--- config.mk ---
export PLATFORM = sky130hd
export DESIGN_NAME = bcd_display_mux_flat
export DESIGN_NICKNAME = d
export VERILOG_FILES = /design/src/rtl/bcd_display_mux_if.sv /design/src/rtl/bcd_display_mux.sv /design/src/flat_wrapper.sv
export SDC_FILE = /design/constraint.sdc
export NUM_CORES = 1
export LEC_CHECK = 0
export ABC_AREA = 1
export BUFFER_PORTS_ARGS = -buffer_cell sky130_fd_sc_hd__buf_2
export CELL_PAD_IN_SITES_DETAIL_PLACEMENT = 0
export CELL_PAD_IN_SITES_GLOBAL_PLACEMENT = 1
export CORE_ASPECT_RATIO = 1.1
export CORE_MARGIN = 2
export CORE_UTILIZATION = 40
export CTS_CLUSTER_SIZE = 10
export DETAILED_ROUTE_END_ITERATION = 16
export PLACE_DENSITY = 0.85
export SYNTH_ARGS = -nofsm -noshare
export SYNTH_HDL_FRONTEND = slang
export SYNTH_SLANG_ARGS = --single-unit
--- constraint.sdc ---
create_clock -name clk -period 2.5 [get_ports clk]
set_clock_uncertainty 0.1 [all_clocks]
set_input_delay 0.5 -clock clk [delete_from_list [all_inputs] [get_ports clk]]
set_output_delay 0.5 -clock clk [all_outputs]
set_load 0.01 [all_outputs]
--- src/rtl/bcd_display_mux_if.sv ---
// Bus between a two-digit BCD counter and its multiplexed 7-segment display
// driver.
//   digit_1   ones digit, BCD              (counter -> display)
//   digit_10  tens digit, BCD              (counter -> display)
//   carry     one-cycle 99->00 wrap pulse  (counter -> display)
//   seg       {dp,g,f,e,d,c,b,a}           (display -> pins)
//   dig_en    one-hot digit enable, [0]=ones, [1]=tens
//   err       current snapshot holds a non-BCD digit
interface bcd_display_mux_if;
  logic [3:0] digit_1;
  logic [3:0] digit_10;
  logic       carry;
  logic [7:0] seg;
  logic [1:0] dig_en;
  logic       err;

  modport master (output digit_1, digit_10, carry, input seg, dig_en, err);
  modport slave  (input digit_1, digit_10, carry, output seg, dig_en, err);
endinterface

--- src/rtl/bcd_display_mux.sv ---
// Time-multiplexes a two-digit BCD value onto one 7-segment bus.
// Each digit owns a slot of REFRESH_DIV clocks; the first DEAD_CYCLES clocks
// of every slot drive both digits dark to avoid ghosting. Both digits are
// snapshotted at the start of the ones slot so a frame never tears, a leading
// tens zero can be blanked, and the one-cycle carry pulse is stretched into a
// visible decimal point on the ones digit.
// Ports:
//   clk    system clock
//   reset  synchronous, active-high
//   bus    slave side of bcd_display_mux_if (digits/carry in; seg/dig_en/err out,
//          all outputs registered)
module bcd_display_mux #(
  parameter int REFRESH_DIV  = 12000,
  parameter int DEAD_CYCLES  = 16,
  parameter int FLASH_CYCLES = 6000000,
  parameter bit BLANK_LZ     = 1'b1,
  parameter bit ACTIVE_LOW   = 1'b0
) (
  input  logic               clk,
  input  logic               reset,
  bcd_display_mux_if.slave   bus
);

  localparam int CNT_W = (REFRESH_DIV > 1) ? $clog2(REFRESH_DIV) : 1;
  localparam int FL_W  = $clog2(FLASH_CYCLES + 1);

  localparam logic [CNT_W-1:0] CNT_LAST = CNT_W'(REFRESH_DIV - 1);
  localparam logic [CNT_W-1:0] DEAD_END = CNT_W'(DEAD_CYCLES);
  localparam logic [FL_W-1:0]  FL_LOAD  = FL_W'(FLASH_CYCLES);

  localparam logic [7:0] SEG_INV = {8{ACTIVE_LOW}};
  localparam logic [1:0] EN_INV  = {2{ACTIVE_LOW}};

  // Slot and phase of the *upcoming* edge, so the first edge after reset
  // already acts as position 0 of the ones slot.
  typedef enum logic [1:0] {
    ONES_DEAD,
    ONES_SHOW,
    TENS_DEAD,
    TENS_SHOW
  } slot_state_t;

  // With no dead time a slot starts directly in SHOW.
  localparam slot_state_t ONES_FIRST = (DEAD_CYCLES > 0) ? ONES_DEAD : ONES_SHOW;
  localparam slot_state_t TENS_FIRST = (DEAD_CYCLES > 0) ? TENS_DEAD : TENS_SHOW;

  slot_state_t      state_q, state_n;
  logic [CNT_W-1:0] cnt_q, cnt_n;
  logic [FL_W-1:0]  flash_q, flash_n;
  logic [3:0]       snap_1_q, snap_10_q;
  logic [3:0]       view_1, view_10;
  logic [7:0]       seg_q, seg_n;
  logic [1:0]       en_q, en_n;
  logic             err_q, err_n;
  logic             is_tens, is_show, snap_now, tens_blank;

  function automatic logic [6:0] seg_code(input logic [3:0] d);
    logic [6:0] c;
    case (d)
      4'd0:    c = 7'h3F;
      4'd1:    c = 7'h06;
      4'd2:    c = 7'h5B;
      4'd3:    c = 7'h4F;
      4'd4:    c = 7'h66;
      4'd5:    c = 7'h6D;
      4'd6:    c = 7'h7D;
      4'd7:    c = 7'h07;
      4'd8:    c = 7'h7F;
      4'd9:    c = 7'h6F;
      default: c = 7'h40; // non-BCD shows a dash
    endcase
    return c;
  endfunction

  // NOTE: every always_comb output gets a default first, so no path can leave
  // a signal unassigned and infer a latch.
  always_comb begin
    state_n    = state_q;
    cnt_n      = cnt_q + CNT_W'(1);
    seg_n      = 8'h00;
    en_n       = 2'b00;

    is_tens    = (state_q == TENS_DEAD) || (state_q == TENS_SHOW);
    is_show    = (state_q == ONES_SHOW) || (state_q == TENS_SHOW);
    snap_now   = !is_tens && (cnt_q == '0);

    // On a snapshot edge the display uses the value being captured.
    view_1     = snap_now ? bus.digit_1  : snap_1_q;
    view_10    = snap_now ? bus.digit_10 : snap_10_q;
    err_n      = snap_now ? ((bus.digit_1 > 4'd9) || (bus.digit_10 > 4'd9)) : err_q;
    tens_blank = BLANK_LZ && (view_10 == 4'd0);

    // Retrigger reloads rather than accumulates.
    if (bus.carry)          flash_n = FL_LOAD;
    else if (flash_q != '0) flash_n = flash_q - FL_W'(1);
    else                    flash_n = '0;

    if (cnt_q == CNT_LAST) begin
      cnt_n   = '0;
      state_n = is_tens ? ONES_FIRST : TENS_FIRST;
    end else if (cnt_n == DEAD_END) begin
      state_n = is_tens ? TENS_SHOW : ONES_SHOW;
    end

    if (is_show) begin
      if (!is_tens) begin
        en_n  = 2'b01;
        seg_n = {flash_n != '0, seg_code(view_1)};
      end else if (!tens_blank) begin
        en_n  = 2'b10;
        seg_n = {1'b0, seg_code(view_10)};
      end
    end
  end

  // NOTE: sequential state uses non-blocking assignments only, so every
  // register samples the pre-edge values regardless of statement order.
  always_ff @(posedge clk) begin
    if (reset) begin
      state_q   <= ONES_FIRST;
      cnt_q     <= '0;
      flash_q   <= '0;
      // NOTE: the snapshots are plain registers (not a memory), so they are
      // reset along with everything else and a fresh frame never shows stale data.
      snap_1_q  <= '0;
      snap_10_q <= '0;
      seg_q     <= SEG_INV;
      en_q      <= EN_INV;
      err_q     <= 1'b0;
    end else begin
      state_q   <= state_n;
      cnt_q     <= cnt_n;
      flash_q   <= flash_n;
      if (snap_now) begin
        snap_1_q  <= bus.digit_1;
        snap_10_q <= bus.digit_10;
      end
      seg_q     <= seg_n ^ SEG_INV;
      en_q      <= en_n ^ EN_INV;
      err_q     <= err_n;
    end
  end

  assign bus.seg    = seg_q;
  assign bus.dig_en = en_q;
  assign bus.err    = err_q;

endmodule

--- src/flat_wrapper.sv ---
// flat-port wrapper written by rule: the top's interface ports become plain ports
module bcd_display_mux_flat 
#(
  parameter int REFRESH_DIV  = 12000,
  parameter int DEAD_CYCLES  = 16,
  parameter int FLASH_CYCLES = 6000000,
  parameter bit BLANK_LZ     = 1'b1,
  parameter bit ACTIVE_LOW   = 1'b0
)
  (clk, reset, bus_digit_1, bus_digit_10, bus_carry, bus_seg, bus_dig_en, bus_err);
  bcd_display_mux_if bus_i ();
  input  logic clk;
  input  logic reset;
  input wire logic [$bits(bus_i.digit_1)-1:0] bus_digit_1;
  input wire logic [$bits(bus_i.digit_10)-1:0] bus_digit_10;
  input wire logic [$bits(bus_i.carry)-1:0] bus_carry;
  output wire logic [$bits(bus_i.seg)-1:0] bus_seg;
  output wire logic [$bits(bus_i.dig_en)-1:0] bus_dig_en;
  output wire logic [$bits(bus_i.err)-1:0] bus_err;
  assign bus_i.digit_1 = bus_digit_1;
  assign bus_i.digit_10 = bus_digit_10;
  assign bus_i.carry = bus_carry;
  assign bus_seg = bus_i.seg;
  assign bus_dig_en = bus_i.dig_en;
  assign bus_err = bus_i.err;
  bcd_display_mux #(.REFRESH_DIV(REFRESH_DIV), .DEAD_CYCLES(DEAD_CYCLES), .FLASH_CYCLES(FLASH_CYCLES), .BLANK_LZ(BLANK_LZ), .ACTIVE_LOW(ACTIVE_LOW)) u_core (.clk(clk), .reset(reset), .bus(bus_i));
endmodule
After elaboration in Yosys (flattened, before gate mapping)
Memory sizes are Yosys's and may differ from the RTL's.
Index checks and enable logic that the tools add are counted.
{ "totals": {"regBits": 58, "mem_count": 2, "out_inout_bits": 11, "romBits": 224, "word_cells": 47, "in_bits": 11} }
{ "op_classes": {"mux": 12, "n_eq_ne": 5, "n_reduce_logical": 13, "add_sub_neg": 2, "magnitude_cmp": 2, "bitwise": 2} }
{ "mem_list": {"columns": ["memory", "depth", "word_bits", "rd", "rd_clocked_by_memory_dff", "write_ports", "line", "source"], "rows": [
  ["(name not given)", 16, 7, 1, 0, 0, "bcd_display_mux.sv:59", "case (d)"],
  ["(name not given)", 16, 7, 1, 0, 0, "bcd_display_mux.sv:59", null]
]} }
{ "ops": {"columns": ["op", "count"], "rows": [
  ["$mux 23", 2],
  ["$reduce_bool 23->1", 2],
  ["$sub 23x1->23 const B", 1],
  ["$add 14x1->14 const B", 1],
  ["$eq 14x14->1 const B", 1],
  ["$eq 14x5->1 const B", 1],
  ["$logic_not 14->1", 1],
  ["$mux 2", 5],
  ["$gt 4x4->1 const B", 2],
  ["$mux 4", 2],
  ["$mux 8", 1],
  ["$mux 7", 1],
  ["$eq 2x2->1 const B", 2],
  ["$logic_not 4->1", 1],
  ["$reduce_or 2->1", 2],
  ["$logic_or 1x1->1", 3],
  ["$reduce_or 3->1", 1],
  ["$eq 2x1->1 const B", 1],
  ["$not 1->1", 2],
  ["$reduce_bool 2->1", 1],
  ["$logic_and 1x1->1", 1],
  ["$logic_not 1->1", 1],
  ["$mux 1", 1]
]} }

Logic depth before layout (Yosys ltp)
Gate-level depths: netlist (run 1).
{ "logic_depth": {"word_depth": 8, "ltp_mapped": 18, "mapped_depth_nobuf": 17} }

Worst setup path after synthesis (run 1)
Ideal clock, no wire load.
{ "synth_timing": {"path_type": "register -> register", "startpoint": "register u_core.cnt_q[0]", "endpoint": "register u_core.seg_q[0] (netlist: u_core.bus.seg[0])", "arrival_ps": 1866, "path_slack_ps": 422, "n_path_buf": 1, "setup_time_ps": 112, "t_required_ps": 2288, "synth_period_minus_slack_ps": 2078, "path_stages_with_launch": 17, "cell_sequence": "dfxtp_1 -> inv_1 -> ha_1 -> nand2_1 -> nor2_2 -> nand2_4 -> inv_6 -> buf_12 -> nand2_1 -> nand2_1 -> inv_1 -> ha_1 -> nand3_2 -> nor2_2 -> nor2_8 -> nand3_1 -> nand2_1"} }
{ "synth_via": {"elab_chain_cells": 6, "elab_cells_between_ends": 9, "cone_classes": "mux: 4; reduce/logical: 3; memory: 2"} }
{ "synth_lines": {"columns": ["element", "line", "source"], "rows": [
  ["from (decl)", "bcd_display_mux.sv:48", "logic [CNT_W-1:0] cnt_q, cnt_n;"],
  ["from (signal assigned)", "bcd_display_mux.sv:132", "cnt_q <= cnt_n;"],
  ["$logic_not 14->1 *", "bcd_display_mux.sv:85", "snap_now = !is_tens && (cnt_q == '0);"],
  ["$logic_and 1x1->1 *", "bcd_display_mux.sv:85", null],
  ["$mux 4 *", null, null],
  ["named net u_core.view_10[0]", "bcd_display_mux.sv:51", "logic [3:0] view_1, view_10;"],
  ["$mem_v2 16x7 or $logic_not 4->1 (tied branches)", null, null],
  ["$mux 7 *", "bcd_display_mux.sv:109", "end else if (!tens_blank) begin"],
  ["$mux 8 *", "bcd_display_mux.sv:106", "if (!is_tens) begin"],
  ["to (signal assigned)", "bcd_display_mux.sv:138", "seg_q <= seg_n ^ SEG_INV;"],
  ["to (decl)", "bcd_display_mux.sv:52", "logic [7:0] seg_q, seg_n;"]
]} }
Mark *: on every way through the listed nets, which the timed path passes. The rest lies on a longest branch.
A chain may end at the register's enable or synchronous reset.

Worst setup path in the final report (run 1)
{ "layout_timing": {"startpoint": "register u_core.cnt_q[0]", "endpoint": "register u_core.seg_q[1] (netlist: u_core.bus.seg[1])"} }
Same word-level chain as after synthesis.

==> flow_summary.ini, run 1 <==
[clocking]
clk_pin_slew_worst_paths_ns = 0.07
clock_sink_count = 58
post_cts_resized = 0
cts_inserted_buffers = 9
cts_tree = yes
cts-root-buf = clkbuf_8
clkLatencyLatePin_ns = 0.34
htree_levels = 3
cts_setup_buffers = 0
clockBufferDepth = 2
cts_hold_buf = 0

[sta]
fmax_mhz = 453
rsz0062_at_grt = no
hold_viol = 0
fin_crit_sh_pct = 88.2
holdWs_ns = 0.299
setup_tns_ns = 0
slew_viol_final = 0
setup_viol_count_final = 0
maxSlewHeadroom_pct = 70.9
layout_min_cycle_time_ns = 2.21
worstMarginPinSlew_ns = 0.433

[finish]
fin_area_sq_mm = 0.00393
multi_input_area_sq_mm = 0.00196
nets = 575
drive_above_1_share_pct = 13.5
regArea_sq_mm = 0.00116
fill_cells = 858
antenna_cells = 0
area_delta_synth_final_pct = 12.2

[power]
p_leak_uw = 0.00184
cellPowerDensity_mw_per_mm2 = 672
clkPwrFrac_pct = 39.5
ir_drop_v = 0.000365
p_int_uw = 1800
p_seq_share_pct = 38.2
switching_share_pct = 31.6
p_comb_share_pct = 22.3
p_switching_uw = 834

[hold_path]
hold_class = input port to flip-flop
min-delay-start = reset

[yosys]
avgSynthCellArea_sq_um = 6.68
async_flop_share_pct = 0
yosysTopAreaCellShare_pct = 33.2
synth_common_cells = 136 x nand2_1, 72 x nor2_1, 68 x inv_1
yosysMostFrequentCell = nand2_1
yosys_warnings = 0
synth_cell_type_count = 37
ys_ff_latch = 58
syn_area_sq_mm = 0.00350
seq_area_frac_synth_pct = 33.2
synth_ff_type = dfxtp_1
syn_nets = 550
synth_area_leaders = dfxtp_1 33%, nand2_1 15%, nor2_1 7.7%
synth_top_cell_by_area = dfxtp_1
synth-edff-count = 0
synthCells = 524

[status]
outcome = complete, no violations

[place]
hpwl_um = 6180
placed_area_sq_mm = 0.00369
gp_congestion = 0.848
portBuffers = 21

[floorplan]
die_h_um = 102
boundaryPins = 22
rows = 35
core-area_sq_mm = 0.00845
start_util_pct = 41.4
dieArea_sq_mm = 0.00951
fp.dieW_um = 93.2

[routing]
wire_per_inst_um = 12.4
drt_first_pass_iters = 4
ant_nets = 0
via_per_inst = 4.86
drc = 0
via_count = 3235
drt-initial-drc-count = 86
totalWireLength_um = 8240

[setup_path]
worstPathArrival_ns = 2.34
startpoint = u_core.cnt_q[0]
endpoint_kind = flip-flop
path_class = flip-flop to flip-flop
rr_startpoint = u_core.cnt_q[0]
worstPathRequired_ns = 2.63
start_kind = flip-flop
cp_max_fo = 12

[job]
drv_cap = 0

[grt]
antenna_found_initial = 0
grt_pass1_vias = 3167
overflow = 0
grt_pass1_wl_um = 14200
grtUsageTotal_pct = 19.0
grt_max_degree = 34
[critical path, cell delays in order (launching register included)]
cell     delay, ns
dfxtp_1       0.38
inv_1         0.06
ha_1          0.18
nand2_1       0.07
nor2_2        0.05
nand2_4       0.14
inv_6         0.09
nand2_1       0.06
nand2_1       0.10
inv_1         0.16
ha_1          0.18
nand3_2       0.10
nor2_2        0.20
nor2_8        0.07
nand3_1       0.10
nand2_1       0.06
[layout by cell type, fill, tap and decap left out, types with 2 or more instances in the layout]
| master | Yosys | routed |
|---|---|---|
| buf_2 | 1 | 21 |
| dfxtp_1 | 58 | 58 |
| inv_2 | 5 | 5 |
| nor2_2 | 7 | 7 |
| inv_1 | 68 | 68 |
| o21ai_4 | 3 | 3 |
| a21oi_1 | 17 | 17 |
| ha_1 | 15 | 15 |
| xor2_1 | 10 | 10 |
| o211ai_1 | 3 | 3 |
| clkbuf_8 | 0 | 12 |
| bufinv_16 | 0 | 2 |
| nand3_1 | 51 | 51 |
| nor2_1 | 72 | 72 |
| o21ai_0 | 11 | 11 |
| o21ai_2 | 2 | 2 |
| nand2_1 | 136 | 136 |
| nand4_1 | 11 | 11 |
| nand3_2 | 2 | 2 |
| nand2_4 | 5 | 5 |
| nand2_2 | 3 | 3 |
| nor3_1 | 20 | 20 |
| buf_4 | 1 | 4 |
| nor2_4 | 2 | 2 |
[routing by layer]
layer	GRT usage (%)	vias to the layer above	wire (um)
li1	-	1699	-
met1	22.4	1477	3720
met2	34.0	53	4160
met3	4.87	6	269
met4	6.00	0	90
met5	0	-	0
[power by group through the flow]
| stage | Sequential, uW | Clock (uW) | Combinational, uW |
|---|---|---|---|
| 5_1_grt | 1010 | 1110 | 679 |
| 2_1_floorplan | 1020 | 0 | 482 |
| 3_5_place_dp | 1030 | 0 | 588 |
| 4_1_cts | 1010 | 1060 | 591 |
| 3_3_place_gp | 1030 | 0 | 584 |
| 6_report | 1010 | 1040 | 588 |
[per-stage QoR]
stage	utilization [%]	std cells	setup slack [ns]	total power, uW
floorplan	-	524	0.422	1500
global placement	43.6	649	0.270	1610
detailed placement	43.6	649	0.287	1620
CTS	46.5	665	0.264	2650
global route	46.5	665	0.0747	2800
finish	46.5	665	0.294	2640
[state kept, by name, indices dropped and copies added, names as in the netlist]
name,cells
u_core.bus.seg,8
u_core.snap_1_q,4
u_core.snap_10_q,4
u_core.cnt_q,14
u_core.state_q,2
u_core.bus.err,1
u_core.flash_q,23
u_core.bus.dig_en,2
[final timing paths]
| kind | end | slack (ns) | cells after the start |
|---|---|---|---|
| worst min register to register | u_core.flash_q[0] | 0.33 | 1 |
| worst max-delay path | u_core.bus.seg[1] | 0.29 | 15 |
| worst max register to register | u_core.bus.seg[1] | 0.29 | 15 |
| worst min-delay path | u_core.state_q[1] | 0.30 | 2 |
[logic make-up (layout without fill, tap and decap cells)]
family          Yosys count  after routing  share of synthesized area, %
fa+ha+maj                15             15                          5.36
compound gates           37             37                          6.69
xor+xnor                 11             11                          2.75
flops                    58             58                          33.2
buf+inv                  87            117                          10.8
simple gates            316            316                          41.2
[cell type report]
cell class | count | share of cell area [%]
timing repair buffer | 25 | 3.44
tap | 111 | 3.54
clock buffer | 12 | 4.21
multi-input combinational | 379 | 49.9
inverter | 76 | 7.46
sequential | 58 | 29.6
clock inverter | 4 | 1.85
No activity file was read; power rests on OpenSTA's default activity.
==> run 2, diff against run 1 <==
Settings changed: CORE_MARGIN 2 to unset.
==> run 2 against run 1 <==
Compared with the run above:
- sequential power hardly changed
- critical endpoint is now u_core.bus.seg[0]
- maximum frequency is 0.36% lower
- routed wire length hardly changed
- largest cell class unchanged
- critical path depth stayed put
- design area is 1.7% lower
- die area is 4.1% lower
==> flow_summary.ini, run 2 (synthesis results as in run 1) <==
[routing]
via_count = 3258
wire_per_inst_um = 12.4
ant_nets = 0
drt-initial-drc-count = 105
drt_first_pass_iters = 5
totalWireLength_um = 8240
drc = 0
via_per_inst = 4.91

[finish]
fill_cells = 854
area_delta_synth_final_pct = 10.3
top_register = u_core.flash_q
nets = 575
antenna_cells = 0
drive_above_1_share_pct = 13.0
most-common-layout-cells = 136 x nand2_1, 72 x nor2_1, 68 x inv_1
final_common_cell = nand2_1
largest_reg_flops = 23

[clocking]
cts_hold_buf = 0
cts_inserted_buffers = 9
post_cts_resized = 0
cts-root-buf = clkbuf_8
clockBufferDepth = 2
cts_tree = yes
clk_pin_slew_worst_paths_ns = 0.06
clkLatencyLatePin_ns = 0.34
cts_setup_buffers = 0
htree_levels = 3
clock_sink_count = 58

[floorplan]
die_h_um = 100
dieArea_sq_mm = 0.00913
fp.dieW_um = 91.2
core-area_sq_mm = 0.00845
rows = 35
boundaryPins = 22
start_util_pct = 41.4

[setup_path]
rrSetupSlack_ns = 0.29
crit_top_cell = nand2_1
slowest_delay_ns = 0.37
r2r-end = u_core.bus.seg[0]
path_cells = inv_1, ha_1, nand2_1, nor2_2, nand2_4, inv_6, nand2_1, nand2_1, inv_1, ha_1, nand3_2, nor2_2, nor2_8, nand3_1, nand2_1
rr_startpoint = u_core.cnt_q[0]
worstPathArrival_ns = 2.35
path_class = flip-flop to flip-flop
start_kind = flip-flop
worstPathRequired_ns = 2.63
cpMaxStageDelayCell = dfxtp_1
rr_worst_depth = 15
endpoint_kind = flip-flop
cp_max_fo = 12

[sta]
holdWs_ns = 0.327
rsz0062_at_grt = no
setup_viol_count_final = 0
layout_min_cycle_time_ns = 2.21
maxSlewHeadroom_pct = 66.9
slew_viol_final = 0
setup_tns_ns = 0
fmax_mhz = 452
hold_viol = 0
fin_crit_sh_pct = 88.6
worstMarginPinSlew_ns = 0.496

[power]
p_total_uw = 2370
ir_drop_v = 0.000324
p_leak_uw = 0.00181
cellPowerDensity_mw_per_mm2 = 613

[grt]
grt_max_degree = 23
grtUsageTotal_pct = 19.8
grt_pass1_vias = 3168
grt_pass1_wl_um = 14100
overflow = 0
antenna_found_initial = 0

[status]
outcome = complete, no violations

[place]
portBuffers = 21
hpwl_um = 6150
gp_congestion = 0.873

[hold_path]
hold_end = u_core.flash_q[0]
hold_class = flip-flop to flip-flop
hold_depth = 1
min-delay-start = u_core.flash_q[0]

[job]
drv_cap = 0
[run 2: final cells by class]
class	count	area (sq um)	share of cell area, %
clock buffer	13	159	4.12
clock inverter	2	12.5	0.324
inverter	76	293	7.59
multi-input combinational	379	1960	50.8
sequential	58	1160	30.1
tap	111	139	3.60
timing repair buffer	25	135	3.50
[run 2: worst max path at each step]
stage / endpoint / slack (ns) / depth (start not counted) / from
floorplan: u_core.bus.seg[0] / 0.42 / 16 / u_core.cnt_q[0]
global placement: u_core.bus.seg[0] / 0.28 / 15 / u_core.cnt_q[0]
detailed placement: u_core.bus.seg[0] / 0.28 / 15 / u_core.cnt_q[0]
CTS: u_core.bus.seg[0] / 0.26 / 15 / u_core.cnt_q[0]
global route: u_core.bus.seg[3] / 0.07 / 15 / u_core.cnt_q[0]
finish: u_core.bus.seg[0] / 0.29 / 15 / u_core.cnt_q[0]
[run 2: metal layers]
metal,vias to the layer above,global-route usage (%),part of all wire [%]
li1,1697,-,-
met1,1479,23.1,46
met2,66,35.0,48
met4,0,10.7,2.6
met5,-,0,0
met3,16,2.73,3.0
[run 2: worst max-delay path, delay by kind of cell (launching register included)]
kind | cells | cell delay (ns)
flops | 1 | 0.37
buf+inv | 3 | 0.30
fa+ha+maj | 2 | 0.37
simple gates | 10 | 0.97
[run 2: per-stage QoR]
| step | cells | area, sq um | setup slack [ns] | util (%) |
|---|---|---|---|---|
| after detailed placement | 649 | 3690 | 0.277 | 43.6 |
| final | 664 | 3860 | 0.286 | 45.7 |
| after CTS | 664 | 3860 | 0.257 | 45.7 |
| after floorplan | 524 | 3500 | 0.422 | - |
| after global placement | 649 | 3690 | 0.285 | 43.6 |
| after global routing | 664 | 3860 | 0.0737 | 45.7 |
[run 2: power breakdown]
group	switching [uW]	leakage, uW	internal [uW]
Clock	364	0.0000855	407
Sequential	38.2	0.000474	971
Combinational	393	0.00125	192
